--- config.mk ---
export PLATFORM = sky130hd
export DESIGN_NAME = sdiv_block
export DESIGN_NICKNAME = d
export VERILOG_FILES = /design/src/rtl/sdiv_block.sv
export SDC_FILE = /design/constraint.sdc
export NUM_CORES = 1
export LEC_CHECK = 0
export CORE_MARGIN = 5
export CORE_UTILIZATION = 45
export DETAILED_ROUTE_END_ITERATION = 8
export GPL_TIMING_DRIVEN = 1
export PLACE_DENSITY_LB_ADDON = 0.2
export SETUP_SLACK_MARGIN = 0.3
export SYNTH_ARGS = -nofsm -noshare
export SYNTH_HDL_FRONTEND = slang
export SYNTH_SLANG_ARGS = --single-unit
--- constraint.sdc ---
create_clock -name clk -period 3.92 [get_ports clk]
set_clock_uncertainty 0.1 [all_clocks]
set_input_delay 0.392 -clock clk [delete_from_list [all_inputs] [get_ports clk]]
set_output_delay 0.392 -clock clk [all_outputs]
set_load 0.02 [all_outputs]
--- src/rtl/sdiv_block.sv ---
// ---------------------------------------------------------------------------
// sdiv_block
//   Iterative signed divider: q = n / d, r = n % d.
//   Radix-2 restoring division on operand magnitudes, one quotient bit per
//   clock, followed by a sign-fix cycle. The quotient truncates toward zero
//   and the remainder takes the sign of the dividend.
//   Latency from the accepting edge to done is N_W+1 clocks for every operand.
//
// Ports
//   clk    : system clock, all logic on posedge
//   rst_n  : synchronous reset, active low
//   start  : request, sampled only while idle
//   n      : signed dividend (N_W bits), sampled with start
//   d      : signed divisor  (D_W bits), sampled with start
//   busy   : division in progress
//   done   : one-cycle pulse, results valid from this cycle on
//   q      : signed quotient, held until the next done
//   r      : signed remainder, held until the next done
//   div0   : last result had d = 0
//   ovf    : last result was the -2^(N_W-1) / -1 overflow
// ---------------------------------------------------------------------------
module sdiv_block #(
    parameter int unsigned N_W = 48,
    parameter int unsigned D_W = 18
) (
    input  logic           clk,
    input  logic           rst_n,
    input  logic           start,
    input  logic [N_W-1:0] n,
    input  logic [D_W-1:0] d,
    output logic           busy,
    output logic           done,
    output logic [N_W-1:0] q,
    output logic [D_W-1:0] r,
    output logic           div0,
    output logic           ovf
);

    localparam int unsigned CNT_W = $clog2(N_W);

    localparam logic [N_W-1:0] Q_MAX = {1'b0, {(N_W-1){1'b1}}};
    localparam logic [N_W-1:0] Q_MIN = {1'b1, {(N_W-1){1'b0}}};
    localparam logic [D_W-1:0] D_NEG1 = {D_W{1'b1}};

    typedef enum logic [1:0] {
        IDLE = 2'd0,
        CALC = 2'd1,
        FIX  = 2'd2
    } state_t;

    state_t           state;
    logic [CNT_W-1:0] cnt;
    logic [N_W-1:0]   num;       // dividend magnitude, shifts out MSB-first; quotient shifts in
    logic [N_W-1:0]   rem;       // partial remainder
    logic [D_W-1:0]   dmag;      // divisor magnitude
    logic             n_neg;     // sign of dividend, drives remainder sign
    logic             q_neg;     // sign of quotient
    logic             d_zero;
    logic             n_ovf;

    // Magnitudes are held unsigned: -2^(W-1) maps to 2^(W-1), which is
    // representable in W unsigned bits, so the abs stage cannot wrap.
    logic [N_W-1:0] n_abs_c;
    logic [D_W-1:0] d_abs_c;
    assign n_abs_c = n[N_W-1] ? (~n + N_W'(1)) : n;
    assign d_abs_c = d[D_W-1] ? (~d + D_W'(1)) : d;

    // Special-case detection on the raw operands
    logic d_zero_c;
    logic n_ovf_c;
    assign d_zero_c = (d == '0);
    assign n_ovf_c  = (n == Q_MIN) && (d == D_NEG1);

    // One restoring step: shift {rem, num} left, trial-subtract |d|
    logic [N_W:0] rem_sh_c;
    logic [N_W:0] dmag_ext_c;
    logic         ge_c;
    assign rem_sh_c   = {rem, num[N_W-1]};
    assign dmag_ext_c = (N_W+1)'(dmag);
    assign ge_c       = (rem_sh_c >= dmag_ext_c);

    // Signed results from the magnitudes; |r| < |d| so r fits in D_W bits
    logic [N_W-1:0] q_fix_c;
    logic [D_W-1:0] r_fix_c;
    assign q_fix_c = q_neg ? (~num + N_W'(1)) : num;
    assign r_fix_c = n_neg ? D_W'(~rem + N_W'(1)) : D_W'(rem);

    // Control FSM with registered outputs and datapath
    always_ff @(posedge clk) begin
        if (!rst_n) begin
            state  <= IDLE;
            cnt    <= '0;
            num    <= '0;
            rem    <= '0;
            dmag   <= '0;
            n_neg  <= 1'b0;
            q_neg  <= 1'b0;
            d_zero <= 1'b0;
            n_ovf  <= 1'b0;
            busy   <= 1'b0;
            done   <= 1'b0;
            q      <= '0;
            r      <= '0;
            div0   <= 1'b0;
            ovf    <= 1'b0;
        end else begin
            done <= 1'b0;
            case (state)
                IDLE: begin
                    if (start) begin
                        num    <= n_abs_c;
                        dmag   <= d_abs_c;
                        n_neg  <= n[N_W-1];
                        q_neg  <= n[N_W-1] ^ d[D_W-1];
                        d_zero <= d_zero_c;
                        n_ovf  <= n_ovf_c;
                        rem    <= '0;
                        cnt    <= CNT_W'(N_W-1);
                        busy   <= 1'b1;
                        state  <= CALC;
                    end
                end

                CALC: begin
                    rem <= ge_c ? N_W'(rem_sh_c - dmag_ext_c) : N_W'(rem_sh_c);
                    num <= {num[N_W-2:0], ge_c};
                    cnt <= cnt - CNT_W'(1);
                    if (cnt == '0) begin
                        state <= FIX;
                    end
                end

                FIX: begin
                    if (d_zero) begin
                        q    <= n_neg ? Q_MIN : Q_MAX;
                        r    <= '0;
                        div0 <= 1'b1;
                        ovf  <= 1'b0;
                    end else if (n_ovf) begin
                        q    <= Q_MAX;
                        r    <= '0;
                        div0 <= 1'b0;
                        ovf  <= 1'b1;
                    end else begin
                        q    <= q_fix_c;
                        r    <= r_fix_c;
                        div0 <= 1'b0;
                        ovf  <= 1'b0;
                    end
                    done  <= 1'b1;
                    busy  <= 1'b0;
                    state <= IDLE;
                end

                default: begin
                    state <= IDLE;
                    busy  <= 1'b0;
                end
            endcase
        end
    end

endmodule

# Yosys cells after proc, flatten, opt, wreduce, memory -nomap -nowiden
# Index checks and enable logic that the tools add are counted.
# word_totals
register_bits	196
inputBits	69
output_inout_bits	70
# classes
n_addsub	6
magnitude_cmp	1
n_eq_ne	6
mux	25
bitwise_logic	6
n_reduce_logical	9
# op_table
operator	count
$mux 48	8
$pmux 48 s2	2
$add 48x1->48 const B	2
$not 48->48	2
$mux 18	4
$ge 49x18->1	1
$eq 48x48->1 const B	1
$sub 48x18->48	1
$add 18x1->18 const B	2
$not 18->18	2
$eq 18x18->1 const B	1
$logic_not 18->1	1
$pmux 6 s2	1
$reduce_and 2->1	4
$logic_not 6->1	1
$mux 6	1
$sub 6x1->6 const B	1
$mux 1	5
$mux 2	2
$ne 2x2->1 const B	2
$pmux 2 s2	1
$eq 2x1->1 const B	1
$eq 2x2->1 const B	1
$logic_not 2->1	1
5 further kinds	5

# Depth between registers and ports, before layout
# Gate-level depths: netlist (run 1).
# logic_depth
word_depth	5
depth_mapped	14

# Worst setup path after synthesis (run 1)
# Ideal clock, no wire load.
# synth_timing
kind	input -> register
startpoint	input port n[21]
endpoint	register num[30]
setup_time_ns	0.134
t_arrival_ns	2.913
required_ns	3.686
slack_ns	0.774
stages	8
n_path_buf	0
cell_sequence	or4_4 -> or4_4 -> or2_4 -> or4_4 -> or3_4 -> o31ai_4 -> xor2_1 -> o22ai_1
# synth_via
elab_chain_len	5
# synth_rtl
item	line_no	text
from (decl)	29	input logic [N_W-1:0] n,
$not 48->48	65	assign n_abs_c = n[N_W-1] ? (~n + N_W'(1)) : n;
$add 48x1->48	65	
$mux 48	65	
$mux 48	110	if (start) begin
$pmux 48 s2	108	case (state)
to (signal assigned)	111	num <= n_abs_c;
to (signal assigned)	126	num <= {num[N_W-2:0], ge_c};
to (decl)	53	logic [N_W-1:0] num;
# Every way passes these cells. The select of a mux whose other input is x is not followed.
# A chain may end at the register's enable or synchronous reset.

# Worst setup path after layout (run 1)
# layout_timing
startpoint	register num[47]
endpoint	register rem[38]
# layout_via
elab_chain_len	3
elab_cells_between_ends	4
classes_between	add/sub (1); order compare (1); mux (2)
# layout_rtl
item	line_no	text
$sub 48x18->48 / $ge 49x18->1 (equally long branches)	125, 80	
$mux 48 (*)	125	rem <= ge_c ? N_W'(rem_sh_c - dmag_ext_c) : N_W'(rem_sh_c);
$pmux 48 s2 (*)	108	
to (signal assigned)	125	
to (decl)	54	logic [N_W-1:0] rem;
# Every way passes the cells marked *; elsewhere a longest branch is shown, timed or not.

==> results_dict.tcl, run 1 <==
set metrics [dict create \
    cap_violations 0 \
    ys.flop_type "dfxtp_1" \
    io_buffers 138 \
    outcome "finished, final reports clean" \
    cp.arrival_ns 3.59 \
    grt_usage 0.222 \
    dp_hpwl_mm 24.1 \
    dp_cells 1857 \
    synth.most_common_cell "dfxtp_1" \
    firstDrtPassIters 5 \
    worst_path_dominant_cell_family "compound AO/OA/AOI/OAI gates" \
    wire_per_inst_um 17.4 \
    worst_pin_slew_ns 1.35 \
    cp.required_ns 4.15 \
    vias 10804 \
    synth_warnings 0 \
    critPathMaxFanout 11 \
    setup_violations 0 \
    syn_area_per_cell_um2 7.83 \
    clock_tree.buffer_depth 2 \
    critPathLaunchType "flip-flop" \
    cts_buffers 17 \
    clk_pin_slew_ns 0.07 \
    yosysUniqueCellTypes 66 \
    synth_top_cell_area_share 0.344 \
    ys_ff_latch 196 \
    cts_root_buffer "clkbuf_16" \
    nets 1641 \
    fin_crit_sh 0.859 \
    synthTopCellsByCount "196 x dfxtp_1, 192 x nand2_1, 122 x o21ai_0, 113 x nor2_1" \
    place_area_mm2 0.0130 \
    fmax_mhz 297 \
    cts.sinks 196 \
    antenna_left 0 \
    synth_cells 1456 \
    routed_wirelength_mm 32.8 \
    drv_slew 0 \
    rsz0062_at_grt "false" \
    die_area_mm2 0.0286 \
    diodes 0 \
    syn_nets 1551 \
    holdBufCountCts 0 \
    fp.dieH_um 169 \
    ys_async_sr_fraction 0 \
    p_leak_nw 4.85 \
    overflow 0 \
    critical-path-max-stage-delay_ns 0.43 \
    routed_via_density 5.72 \
    crit_path_end_kind "flip-flop" \
    path_common_cell "inv_1" \
    grt_pass1_wl_mm 52.5 \
    clock_latency_ns 0.43 \
    critPathBufInv 3 \
    power_density_mw_per_mm2 627 \
    finish.instance_area_mm2 0.0136 \
    synth_edf_count 0 \
    antenna_found_initial 0 \
    die_x_um 169 \
    pin_count 139 \
    min_period_ns 3.37 \
    yosys.area.top_type "dfxtp_1" \
    slew_headroom 0.0998 \
    drive_gt1_frac 0.0597 \
    drc_errors 0 \
    synthesis.area_mm2 0.0114 \
    ir_drop_mv 0.512 \
    gp_congestion 0.898 \
    core_area_mm2 0.0250 \
    crit_type "flip-flop to flip-flop" \
    std_cell_rows 58 \
    grt_start_max_net_pins 59 \
    seq_area_frac_synth 0.344 \
    drt_iter0_drc 841 \
    cts_tree "done" \
    worstPathCellList "inv_1 > ha_1 > inv_1 > fa_1 > a21oi_1 > nor2_1 > o31ai_1 > a31oi_1 > nor3_1 > o21ai_1 > buf_4 > or4_1 > xnor2_1 > a22o_1" \
    cts_setup_buffers 0 \
    initial_core_util 0.455 \
    yosys-top-cells-area "dfxtp_1 34%, xnor2_1 7.9%, nand2_1 6.3%" \
    htree_levels 4 \
    cpMaxStageDelayCell "o31ai_1" \
    finalNonFillerCells 1889 \
    area_delta_synth_final_pct 19.3 \
    hold_class "flip-flop to flip-flop" \
    cts_resized 0 \
    first_global_vias 9797 \
    hold_violations 0 \
    setup_tns_ns 0 \
]
[per-stage QoR]
step                worst slack [ns]  hold slack [ns]  total power [mW]   util
global placement               0.248            0.334              6.72  0.520
floorplan                      0.774            0.326              5.87      -
CTS                            0.572            0.358              8.52  0.543
global route                   0.328            0.369              9.16  0.543
finish                         0.552            0.356              8.53  0.543
detailed placement             0.199            0.343              6.77  0.520
[power breakdown]
| group | switching [mW] | internal, mW | total [mW] |
|---|---|---|---|
| Clock | 0.803 | 0.927 | 1.73 |
| Combinational | 2.42 | 1.83 | 4.25 |
| Sequential | 0.328 | 2.22 | 2.55 |
| Total | 3.55 | 4.97 | 8.53 |
[metal layers]
metal,up-vias,GRT usage,part of all wire
met5,-,0,0
met4,0,0.0518,0.014
met3,28,0.0243,0.057
met2,358,0.310,0.41
met1,5017,0.360,0.52
li1,5401,-,-
[cells by family after synthesis]
| group | after synthesis | share of synthesized area |
|---|---|---|
| AND/OR/NAND/NOR | 505 | 0.214 |
| AO/OA/AOI/OAI | 431 | 0.236 |
| flip-flops | 196 | 0.344 |
| XOR/XNOR | 161 | 0.124 |
| buffers and inverters | 128 | 0.0448 |
| adder cells (fa/ha/maj) | 26 | 0.0292 |
| multiplexers | 9 | 0.00802 |
[tightest hold or removal path: stages, from the launching register on]
cell,delay (ns)
dfxtp_1,0.31
nand2_1,0.05
a21oi_1,0.05
[cells in the final DEF (no fill, tap or decap), types with 6 or more instances in the layout]
cell and instances:
dfxtp_1 196, nand2_1 192, clkdlybuf4s50_1 137, o21ai_0 122, nor2_1 111, a21oi_1 103, xnor2_1 103, xor2_1 58
a22oi_1 54, inv_1 37, or3_1 29, o31ai_1 28, nor3_1 27, nand3_1 26, ha_1 25, buf_4 23
nor4_1 22, a211oi_1 22, o22ai_1 20, or4_1 17, o41ai_1 17, clkbuf_16 17, or2_2 15, a21o_1 11
nand4_1 11, o21ai_1 11, a31oi_1 9, mux2i_1 8, o211ai_1 8, nor2b_1 7, nand2b_1 7, or4_4 6
a32oi_1 6, nor4b_1 6
[worst paths after layout]
path	from	cells past startpoint	end	slack [ns]
setup / recovery	num[47]	14	rem[38]	0.55
hold / removal	q[36]	2	q[36]	0.36
setup reg to reg	num[47]	14	rem[38]	0.55
hold reg to reg	q[36]	2	q[36]	0.36
[flip-flops by register name, indices dropped and copies added (netlist names)]
register  count
n_ovf         1
rem          48
d_zero        1
cnt           6
n_neg         1
done          1
div0          1
state         2
r            18
busy          1
q            48
ovf           1
num          48
dmag         18
q_neg         1
[layout make-up]
| type | instances | area (µm²) |
|---|---|---|
| fillers | 2420 | 11400 |
| multi-input cells | 1132 | 6980 |
| flip-flops and latches | 196 | 3920 |
| repair buffers | 161 | 1550 |
| clock buffers | 21 | 460 |
| well taps | 330 | 413 |
| inverters | 38 | 144 |
| clock inverters | 11 | 119 |
(Power assumes the default switching activity.)
==> inputs of run 2 (changes only) <==
SLEW_MARGIN = 20   (was not set)
==> run 2 against run 1 <==
Clock power about the same. Setup slack got worse by 0.0063 ns. Highest routed layer unchanged. Sequential cell count stayed put. Wire length about the same.
==> results_dict.tcl, run 2 (synthesis results as in run 1) <==
set metrics [dict create \
    outcome "finished, final reports clean" \
    final_common_cell "dfxtp_1" \
    die_area_mm2 0.0286 \
    grt_start_max_net_pins 59 \
    antenna_left 0 \
    place_ws_ns 0.199 \
    fin_crit_sh 0.861 \
    cts_root_buffer "clkbuf_16" \
    drt_iter0_drc 848 \
    htree_levels 4 \
    cp.arrival_ns 3.61 \
    finalNonFillerCells 1889 \
    cap_violations 0 \
    hold_start "q[9]" \
    hold_class "flip-flop to flip-flop" \
    r2r_cells 14 \
    fmax_mhz 296 \
    p_leak_nw 4.85 \
    initial_core_util 0.455 \
    top_regs "num: 48 flops, q: 48 flops, rem: 48 flops" \
    ir_drop_mv 0.515 \
    ff2ff_setup_slack_ns 0.55 \
    crit_type "flip-flop to flip-flop" \
    antenna_found_initial 0 \
    critPathMaxFanout 11 \
    area_delta_synth_final_pct 19.3 \
    critPathLaunchType "flip-flop" \
    min_period_ns 3.37 \
    clk_pin_slew_ns 0.07 \
    holdWs_ns 0.354 \
    vias 10784 \
    core_area_mm2 0.0250 \
    slew_headroom 0.366 \
    clock_tree.buffer_depth 2 \
    nets 1641 \
    fin_ws_ns 0.545 \
    holdBufCountCts 0 \
    routed_via_density 5.71 \
    wire_per_inst_um 17.4 \
    overflow 0 \
    cts_resized 0 \
    cts.sinks 196 \
    cts_buffers 17 \
    fp.dieH_um 169 \
    hold_end "q[9]" \
    worst_pin_slew_ns 0.948 \
    gp_congestion 0.898 \
    drv_slew 0 \
    cts_setup_buffers 0 \
    grt_usage 0.222 \
    first_global_vias 9765 \
    power_density_mw_per_mm2 627 \
    rr_endpoint "rem[38]" \
    crit_path_end_kind "flip-flop" \
    pin_count 139 \
    clock_latency_ns 0.44 \
    cp.required_ns 4.15 \
    drive_gt1_frac 0.0603 \
    holdPathStages 2 \
    rsz0062_at_grt "false" \
    drc_errors 0 \
    std_cell_rows 58 \
    die_x_um 169 \
    firstDrtPassIters 5 \
    setup_tns_ns 0 \
    routed_wirelength_mm 32.8 \
    rr_startpoint "num[47]" \
    cts_tree "done" \
    diodes 0 \
    setup_violations 0 \
    grt_pass1_wl_mm 52.5 \
    dp_cells 1857 \
    layout_common_cells "196 x dfxtp_1, 192 x nand2_1, 137 x clkdlybuf4s50_1, 122 x o21ai_0, 110 x nor2_1" \
    dp_hpwl_mm 24.1 \
    io_buffers 138 \
    hold_violations 0 \
]
## run 2: cell counts in the layout (fill, tap and decap cells not counted)
No cell type changed its count.
## run 2: power by group
| part | internal, mW | leakage, nW | total, mW | switching (mW) |
|---|---|---|---|---|
| sequential | 2.22 | 1.60 | 2.55 | 0.328 |
| combinational | 1.83 | 2.98 | 4.24 | 2.41 |
| clock | 0.927 | 0.268 | 1.74 | 0.809 |
| total | 4.97 | 4.85 | 8.53 | 3.55 |
## run 2: worst max-delay path, stage by stage, from the launching register on
cell	delay, ns
dfxtp_1	0.34
inv_1	0.09
ha_1	0.17
inv_1	0.06
fa_1	0.40
a21oi_1	0.21
nor2_1	0.08
o31ai_1	0.43
a31oi_1	0.19
nor3_1	0.19
o21ai_1	0.09
buf_4	0.18
or4_1	0.43
xnor2_1	0.14
a22o_1	0.17
## run 2: area by class of cell
cell class	count	area, µm²
clock inverter	11	119
tap	330	413
sequential	196	3920
clock buffer	21	460
fill	2413	11400
multi-input combinational	1132	6980
inverter	38	144
timing repair buffer	161	1550
## run 2: worst max path at each step
stage                     slack [ns]  startpoint  endpoint
final                           0.55     num[47]   rem[38]
after global placement          0.25       n[20]   num[30]
after global routing            0.33     num[47]   rem[38]
after detailed placement        0.20       n[20]   num[30]
after floorplan                 0.77       n[21]   num[30]
after CTS                       0.57     num[47]   rem[38]
## run 2: stage by stage
step / instance area, µm² / utilization / total power, mW
3_3_place_gp: 13000 / 0.520 / 6.72
6_report: 13600 / 0.543 / 8.53
3_5_place_dp: 13000 / 0.520 / 6.77
2_1_floorplan: 11400 / - / 5.87
5_1_grt: 13600 / 0.543 / 9.16
4_1_cts: 13600 / 0.543 / 8.52
## run 2: metal layers
layer / vias up / wire length [µm] / GRT usage / part of all wire
met5: - / 0 / 0 / 0
met1: 5024 / 17100 / 0.361 / 0.52
li1: 5398 / - / - / -
met3: 26 / 1920 / 0.0222 / 0.058
met2: 336 / 13400 / 0.313 / 0.41
met4: 0 / 356 / 0.0455 / 0.011
==> inputs of run 3 (changes only) <==
GPL_TIMING_DRIVEN = 0   (was 1)
==> run 3 against run 2 <==
Clock power about the same. Register-to-register slack gained 0.05 ns. Worst hold slack got worse by 0.068 ns. Via count grew 3.1%. Wire length up 8.9%. Power up 1.8%. Sequential cell count unchanged. Maximum frequency shrank 0.55%. Largest power group unchanged. Highest routed layer unchanged.
==> results_dict.tcl, run 3 (synthesis results as in run 1) <==
set metrics [dict create \
    finalNonFillerCells 1950 \
    clock_latency_ns 0.44 \
    rr_endpoint "rem[46]" \
    critPathLaunchType "input port" \
    power_mw 8.67 \
    pin_count 139 \
    critical-path-max-stage-delay_ns 0.59 \
    grt_start_max_net_pins 17 \
    antenna_found_initial 0 \
    clk_pin_slew_ns 0.07 \
    cp.arrival_ns 3.65 \
    setup_tns_ns 0 \
    firstDrtPassIters 6 \
    ir_drop_mv 0.561 \
    use_met1 0.376 \
    fin_crit_sh 0.866 \
    top_regs "num: 48 flops, q: 48 flops, rem: 48 flops" \
    fp.dieH_um 169 \
    worst_pin_slew_ns 0.837 \
    grtUsageMet2 0.352 \
    grt_pass1_wl_mm 56.3 \
    cts_root_buffer "clkbuf_16" \
    rsz0062_at_grt "false" \
    routed_via_density 5.70 \
    r2r_cells 10 \
    io_buffers 135 \
    cpMaxStageDelayCell "or4_4" \
    cap_violations 0 \
    min_period_ns 3.39 \
    fmax_mhz 295 \
    path_common_cell "or4_4" \
    drc_errors 0 \
    rr_startpoint "rem[7]" \
    overflow 0 \
    area_delta_synth_final_pct 20.6 \
    hold_class "input port to flip-flop" \
    drv_slew 0 \
    crit_type "input port to flip-flop" \
    hold_violations 0 \
    antenna_left 0 \
    comb_power_share 0.511 \
    cp.depth 10 \
    holdWs_ns 0.287 \
    dp_cells 1921 \
    fin_ws_ns 0.527 \
    slew_headroom 0.440 \
    ff2ff_setup_slack_ns 0.60 \
    place_area_mm2 0.0132 \
    cts.sinks 196 \
    crit_path_end_kind "flip-flop" \
    p_switching_mw 3.61 \
    power_density_mw_per_mm2 631 \
    initial_core_util 0.455 \
    clkPwrFrac 0.198 \
    power_switching_share 0.416 \
    die_x_um 169 \
    routed_wirelength_mm 35.7 \
    htree_levels 4 \
    std_cell_rows 58 \
    grt_usage 0.244 \
    p_int_mw 5.07 \
    dp_hpwl_mm 27.9 \
    cts_buffers 17 \
    hold_start "rst_n" \
    drt_iter0_drc 1256 \
    p_leak_nw 4.86 \
    layout_common_cells "196 x dfxtp_1, 192 x nand2_1, 135 x clkdlybuf4s50_1, 122 x o21ai_0, 113 x nor2_1" \
    fillerInstances 2424 \
    grt-busiest-layer "met1" \
    gp_congestion 0.957 \
    diodes 0 \
    cts_setup_buffers 0 \
    core_area_mm2 0.0250 \
    final_common_cell "dfxtp_1" \
    critPathMaxFanout 6 \
    use_met3 0.0395 \
    setup_violations 0 \
    outcome "finished, final reports clean" \
    vias 11121 \
    place_ws_ns 0.0677 \
    p_seq_frac 0.291 \
    fin_util 0.549 \
    first_global_vias 10200 \
    holdPathStages 3 \
    worst_path_dominant_cell_family "simple AND/OR/NAND/NOR gates" \
    finish.instance_area_mm2 0.0137 \
    cts_tree "done" \
    hold_end "q[47]" \
    drive_gt1_frac 0.0432 \
    critPathBufInv 1 \
    die_area_mm2 0.0286 \
    clock_tree.buffer_depth 2 \
    cp.required_ns 4.18 \
    wire_per_inst_um 18.3 \
    nets 1705 \
    worstPathCellList "clkdlybuf4s50_1 > or4_4 > or4_4 > or2_4 > or4_4 > or2_4 > o31ai_4 > xnor2_1 > nand2_1 > a31oi_1" \
]
## run 3: changes by cell type in the layout (fill, tap and decap cells not counted), moves of 3 or more
| cell | change |
|---|---|
| clkbuf_1 | +78 |
| buf_1 | +6 |
| nor2_1 | +3 |
| buf_4 | -20 |
| inv_8 | -3 |
## run 3: layout make-up
type | count | area [µm²] | share of cell area
clock inverters | 8 | 104 | 0.00756
clock buffers | 21 | 460 | 0.0335
flip-flops and latches | 196 | 3920 | 0.286
inverters | 38 | 143 | 0.0104
well taps | 330 | 413 | 0.0300
repair buffers | 135 | 1350 | 0.0983
multi-input cells | 1132 | 6980 | 0.508
plain buffers | 90 | 368 | 0.0268
## run 3: what timing repair did
item	CTS	global route
setup endpoints to repair	0	4
resized for setup	0	3
hold buffers	0	0
## run 3: how the worst max path moves through the flow
stage           start      end  slack, ns
6_report        n[19]  num[40]       0.53
5_1_grt          n[5]  num[41]       0.35
4_1_cts        rem[7]  rem[46]       0.52
3_5_place_dp     n[5]  num[41]       0.07
3_3_place_gp     n[5]  num[41]       0.14
2_1_floorplan   n[21]  num[30]       0.77
## run 3: worst register-to-register path, stage by stage (launching register included)
cell and delay, ns:
dfxtp_1 0.38, ha_1 0.42, nand4_1 0.17, or4_1 0.62, o21ai_0 0.40, nor2_4 0.08
o21ai_2 0.10, nor2_2 0.08, nor4_2 0.44, nor4b_1 0.34, a211o_1 0.14
## run 3: power by group through the flow
stage,logic (mW),registers [mW],clock network (mW)
floorplan,3.39,2.48,0
global placement,4.32,2.55,0
detailed placement,4.35,2.56,0
CTS,4.38,2.52,1.74
global route,4.89,2.56,1.83
finish,4.43,2.53,1.72
## run 3: metal layers
metal	part of all wire	vias up
met1	0.50	5163
met2	0.41	389
li1	-	5533
met5	0	-
met3	0.071	36
met4	0.015	0
==> edit 1, RTL diff (settings of run 2) <==
Encoding of `state_t`: now one-hot (3 bits for 3 states).
--- a/src/rtl/sdiv_block.sv
+++ b/src/rtl/sdiv_block.sv
@@ -42,10 +42,10 @@
     localparam logic [N_W-1:0] Q_MIN = {1'b1, {(N_W-1){1'b0}}};
     localparam logic [D_W-1:0] D_NEG1 = {D_W{1'b1}};
 
-    typedef enum logic [1:0] {
-        IDLE = 2'd0,
-        CALC = 2'd1,
-        FIX  = 2'd2
+    typedef enum logic [2:0] {
+        IDLE = 3'b001,
+        CALC = 3'b010,
+        FIX  = 3'b100
     } state_t;
 
     state_t           state;
Check against the original RTL: no difference found for any inputs over 4 cycles, from zero or initial values and one cycle with rst_n low; so few cycles prove little.
==> edit 1 against run 2 <==
Final area up 3.4%. Sequential share of layout area down 0.82 points. Final cell count up 1.9%. Synthesized cell count up 3.0%. Synthesized area up 4.2%. Worst setup slack better by 0.017 ns. Sequential cell count up 1. Global-route usage about the same. Wire length up 2.2%. Count of clock-buffer cells in the layout down 3. Critical path type unchanged. Critical endpoint is now rem[32].
Power is not compared: it rests on default switching activity, and its combinational part moved more than twofold at a synthesized area within 25%.
==> edit 1: results (changes against run 2) <==
Placement
  – DP Area: 13500 µm² (+3.6%)
  – DPL Wire Length: 25100 µm (+3.8%)
  – RePlAce Congestion: 0.922 (+2.8%)

Worst setup path
  – R2R setup slack: 0.56 ns (+0.02 ns)
  – Worst Setup EP: rem[32]
  – CP max FO: 6 (-5)
  – Critical R2R Capture: rem[32]
  – Cells on worst reg2reg path: 13 (-1)
  – Worst Path Arrival: 3.57 ns (-0.04 ns)

Cells and area
  – Largest regs: num (48), q (48), rem (48)
  – Share of post-route cells with drive strength above 1: 4.47% (-1.6 points)
  – Number of nets in the layout: 1672 (+1.9%)

Drt
  – Vias per cell: 5.75 (+0.75%)
  – Routed length per instance: 17.4 µm (+0.27%)
  – DR iter-0 viols: 899 (+6.0%)

Logic synthesis
  – List of most frequent post-synthesis cells: nand2_1, dfxtp_1, o21ai_0
  – Syn Nets: 1594 (+2.8%)
  – Area contributors post-synth: dfxtp_1, xnor2_1, nand2_1
  – Seq/Total Area, Yosys: 33.2% (-1.2 points)
  – Synth cell types: 61 (-7.6%)

Outcome
  – Status: finished clean

Clocking
  – CTS H-tree depth: 4 (unchanged)
  – CTS resizes: 0 (unchanged)

Global route
  – GR Util All Layers: 22.1% (-0.038 points)
  – Pin count of the biggest net entering global routing: 56 (-5.1%)
  – First-pass GRT wire length: 53400 µm (+1.8%)
  – Number of global-route vias before repair: 9978 (+2.2%)

Timing
  – Worst slew pin tran: 1.03 ns (+0.0825 ns)

Worst hold path
  – Hold Path Class: in2reg
-- edit 1: cell types whose count changed in the layout (fill, tap and decap cells not counted), sizes merged, moves of 15 or more --
| cell | delta |
|---|---|
| a22oi | -20 |
| o22ai | -19 |
| a21boi | +60 |
| a22o | +15 |
| a211oi | -22 |
| nand2 | +24 |
| o211a | +19 |
| a21oi | -55 |
| o21ai | +19 |
| nor2b | +25 |
| nor2 | -51 |
-- edit 1: worst min path at each step --
| stage | from | to | slack [ns] |
|---|---|---|---|
| CTS | rst_n | num[25] | 0.32 |
| global placement | q[28] | q[28] | 0.33 |
| detailed placement | r[12] | r[12] | 0.34 |
| global route | rst_n | num[44] | 0.34 |
| floorplan | rem[47] | rem[47] | 0.33 |
| finish | rst_n | num[26] | 0.33 |
-- edit 1: cells by family after synthesis --
family,Yosys count,share of synthesized area [%]
adder cells (fa/ha/maj),26,2.80
XOR/XNOR,153,11.3
AO/OA/AOI/OAI,460,26.2
flip-flops,197,33.2
multiplexers,7,0.590
AND/OR/NAND/NOR,520,21.5
buffers and inverters,136,4.47
-- edit 1: per-layer routing --
layer  part of all wire (%)  GRT usage, %
met5                      0             0
met4                   0.95          4.44
met3                    7.3          3.80
met2                     40          30.4
met1                     52          35.7
-- edit 1: cell type report --
type | instances | area [µm²]
clock inverters | 14 | 141
well taps | 335 | 419
flip-flops and latches | 197 | 3940
clock buffers | 18 | 439
inverters | 34 | 128
repair buffers | 161 | 1560
fillers | 2468 | 11900
multi-input cells | 1166 | 7420
-- edit 1: where the power goes --
group	switching (mW)	internal, mW	total, mW
logic	0.872	0.626	1.50
clock network	0.844	0.913	1.76
registers	0.109	2.08	2.19
total	1.83	3.62	5.44
-- edit 1: through the flow --
| step | util (%) | setup slack (ns) | instances |
|---|---|---|---|
| finish | 54.1 | 0.562 | 1925 |
| global route | 54.1 | 0.333 | 1925 |
| CTS | 54.1 | 0.607 | 1925 |
| detailed placement | 51.9 | 0.612 | 1893 |
| global placement | 51.9 | 0.693 | 1893 |
| floorplan | - | 0.674 | 1499 |
-- edit 1: worst max-delay path, stage by stage (launching register included) --
cell and delay (ns):
dfxtp_1 0.34, inv_1 0.08, ha_1 0.16, inv_1 0.05
fa_1 0.40, a21o_1 0.19, a221oi_1 0.23, buf_4 0.18
o211ai_1 0.08, o211ai_1 0.21, o21a_1 0.30, nand3_1 0.28
o311ai_0 0.51, nand3_1 0.12
==> edit 2, RTL diff (flow settings as in run 2) <==
Made on the original files. Change the parameter `N_W` from 48 to 24.
--- a/src/rtl/sdiv_block.sv
+++ b/src/rtl/sdiv_block.sv
@@ -20,7 +20,7 @@
 //   ovf    : last result was the -2^(N_W-1) / -1 overflow
 // ---------------------------------------------------------------------------
 module sdiv_block #(
-    parameter int unsigned N_W = 48,
+    parameter int unsigned N_W = 24,
     parameter int unsigned D_W = 18
 ) (
     input  logic           clk,
Ports: changed (resized n and q); port bits go from 139 to 91. The function was not compared with the original's and may differ.
==> edit 2 against run 2 <==
Maximum frequency up 9.8%. Synthesized area down 34%. Highest routed layer unchanged. Non-clock buffer count down 62. Count of clock-buffer cells in the layout down 2. Power down 30%. Final area down 33%. Sequential cell count down 73. Wire length down 42%. Critical endpoint is now rem[22]. Worst setup slack better by 0.30 ns.
==> edit 2: results (changes against run 2) <==
Logic synthesis
  – Post-synth ARST share: 0% (unchanged)
  – Area contributors post-synth: dfxtp_1, xnor2_1, nand2_1
  – Seq/Total Area, Yosys: 32.9% (-1.6 points)
  – Mux contribution to synthesized area: 0.935% (+0.13 points)
  – Ys Warns: 0 (unchanged)
  – Synth Area in Compound Gates: 26.5% (+2.9 points)
  – Synth Instances: 919 (-37%)
  – Synth cell types: 65 (-1.5%)
  – Main flop type after synthesis: dfxtp_1
  – Post-Synth Adder-Cell Area: 4.44% (+1.5 points)
  – Xor and xnor area share after synthesis: 11.0% (-1.4 points)
  – List of most frequent post-synthesis cells: nand2_1, dfxtp_1, o21ai_0
  – Syn Nets: 990 (-36%)

Placement
  – DPL Wire Length: 14400 µm (-40%)
  – PortBufs: 90 (-35%)
  – RePlAce Congestion: 0.882 (-1.7%)
  – Place WS: 0.868 ns (+0.670 ns)
  – DP Area: 8510 µm² (-35%)

Drt
  – Vias: 6754 (-37%)
  – Initial DRT Pass Iterations: 5 (unchanged)
  – Routed length per instance: 15.7 µm (-9.6%)
  – DR iter-0 viols: 507 (-40%)

Worst setup path
  – CP max FO: 3 (-8)
  – Largest stage delay, worst path: 0.42 ns
  – Crit-path leading delay family: compound AO/OA/AOI/OAI gates
  – Slowest-stage cell, CP: fa_1
  – Worst Path Arrival: 3.26 ns (-0.35 ns)

Pwr
  – Comb pwr: 2.70 mW (-36%)
  – Design Power: 5.97 mW (-30%)
  – Switching fraction of total power: 39.5% (-2.1 points)
  – Peak supply drop: 475 µV (-7.8%)
  – Leak: 3.56 nW (-26%)
  – Sequential Power: 1.63 mW (-36%)

Cells and area
  – Non-filler cells, final: 1220 (-35%)
  – Largest regs: num (24), q (24), rem (24)
  – Share of post-route cells with drive strength above 1: 6.10% (+0.070 points)
  – Number of nets in the layout: 1058 (-36%)
  – Ant diodes: 0 (unchanged)

Clocking
  – Clock Latency Late Sink: 0.42 ns (-0.02 ns)
  – CTS H-tree depth: 4 (unchanged)
  – CTS resizes: 0 (unchanged)
  – Cts bufs inserted: 17 (unchanged)
  – Post-CTS Setup Bufs: 0 (unchanged)
  – Worst-path clk slew: 0.06 ns
  – Maximum buffer depth of the clock tree: 2 (unchanged)
  – Clock root buffer: clkbuf_16

Global route
  – Number of global-route vias before repair: 6108 (-37%)
  – First-pass GRT wire length: 31400 µm (-40%)
  – Initial antenna violation count: 0 (unchanged)
  – Pin count of the biggest net entering global routing: 54 (-8.5%)
  – GR Util All Layers: 19.5% (-2.7 points)

Outcome
  – Status: finished clean

Timing
  – Worst slew pin tran: 0.986 ns (+0.0377 ns)

Worst hold path
  – Hold Path Class: reg2reg

Flow run
  – Max Cap Viol: 0 (unchanged)
edit 2: cell type report:
| class | count | area (µm²) |
|---|---|---|
| well taps | 220 | 275 |
| clock buffers | 19 | 453 |
| clock inverters | 13 | 166 |
| inverters | 35 | 131 |
| fillers | 1553 | 7330 |
| repair buffers | 99 | 963 |
| flip-flops and latches | 123 | 2460 |
| multi-input cells | 711 | 4680 |
edit 2: path summary, 6_finish.rpt:
path              startpoint       to  slack, ns  cells after the start
hold reg to reg        q[21]    q[21]       0.35                      2
setup / recovery     num[23]  rem[22]       0.85                     12
hold / removal         q[21]    q[21]       0.35                      2
setup reg to reg     num[23]  rem[22]       0.85                     12
edit 2: metal layers:
metal  track usage, %  routed length [µm]
met4             5.72                 279
met1             28.2                9670
met2             29.3                8170
met3             4.00                1020
met5                0                   0
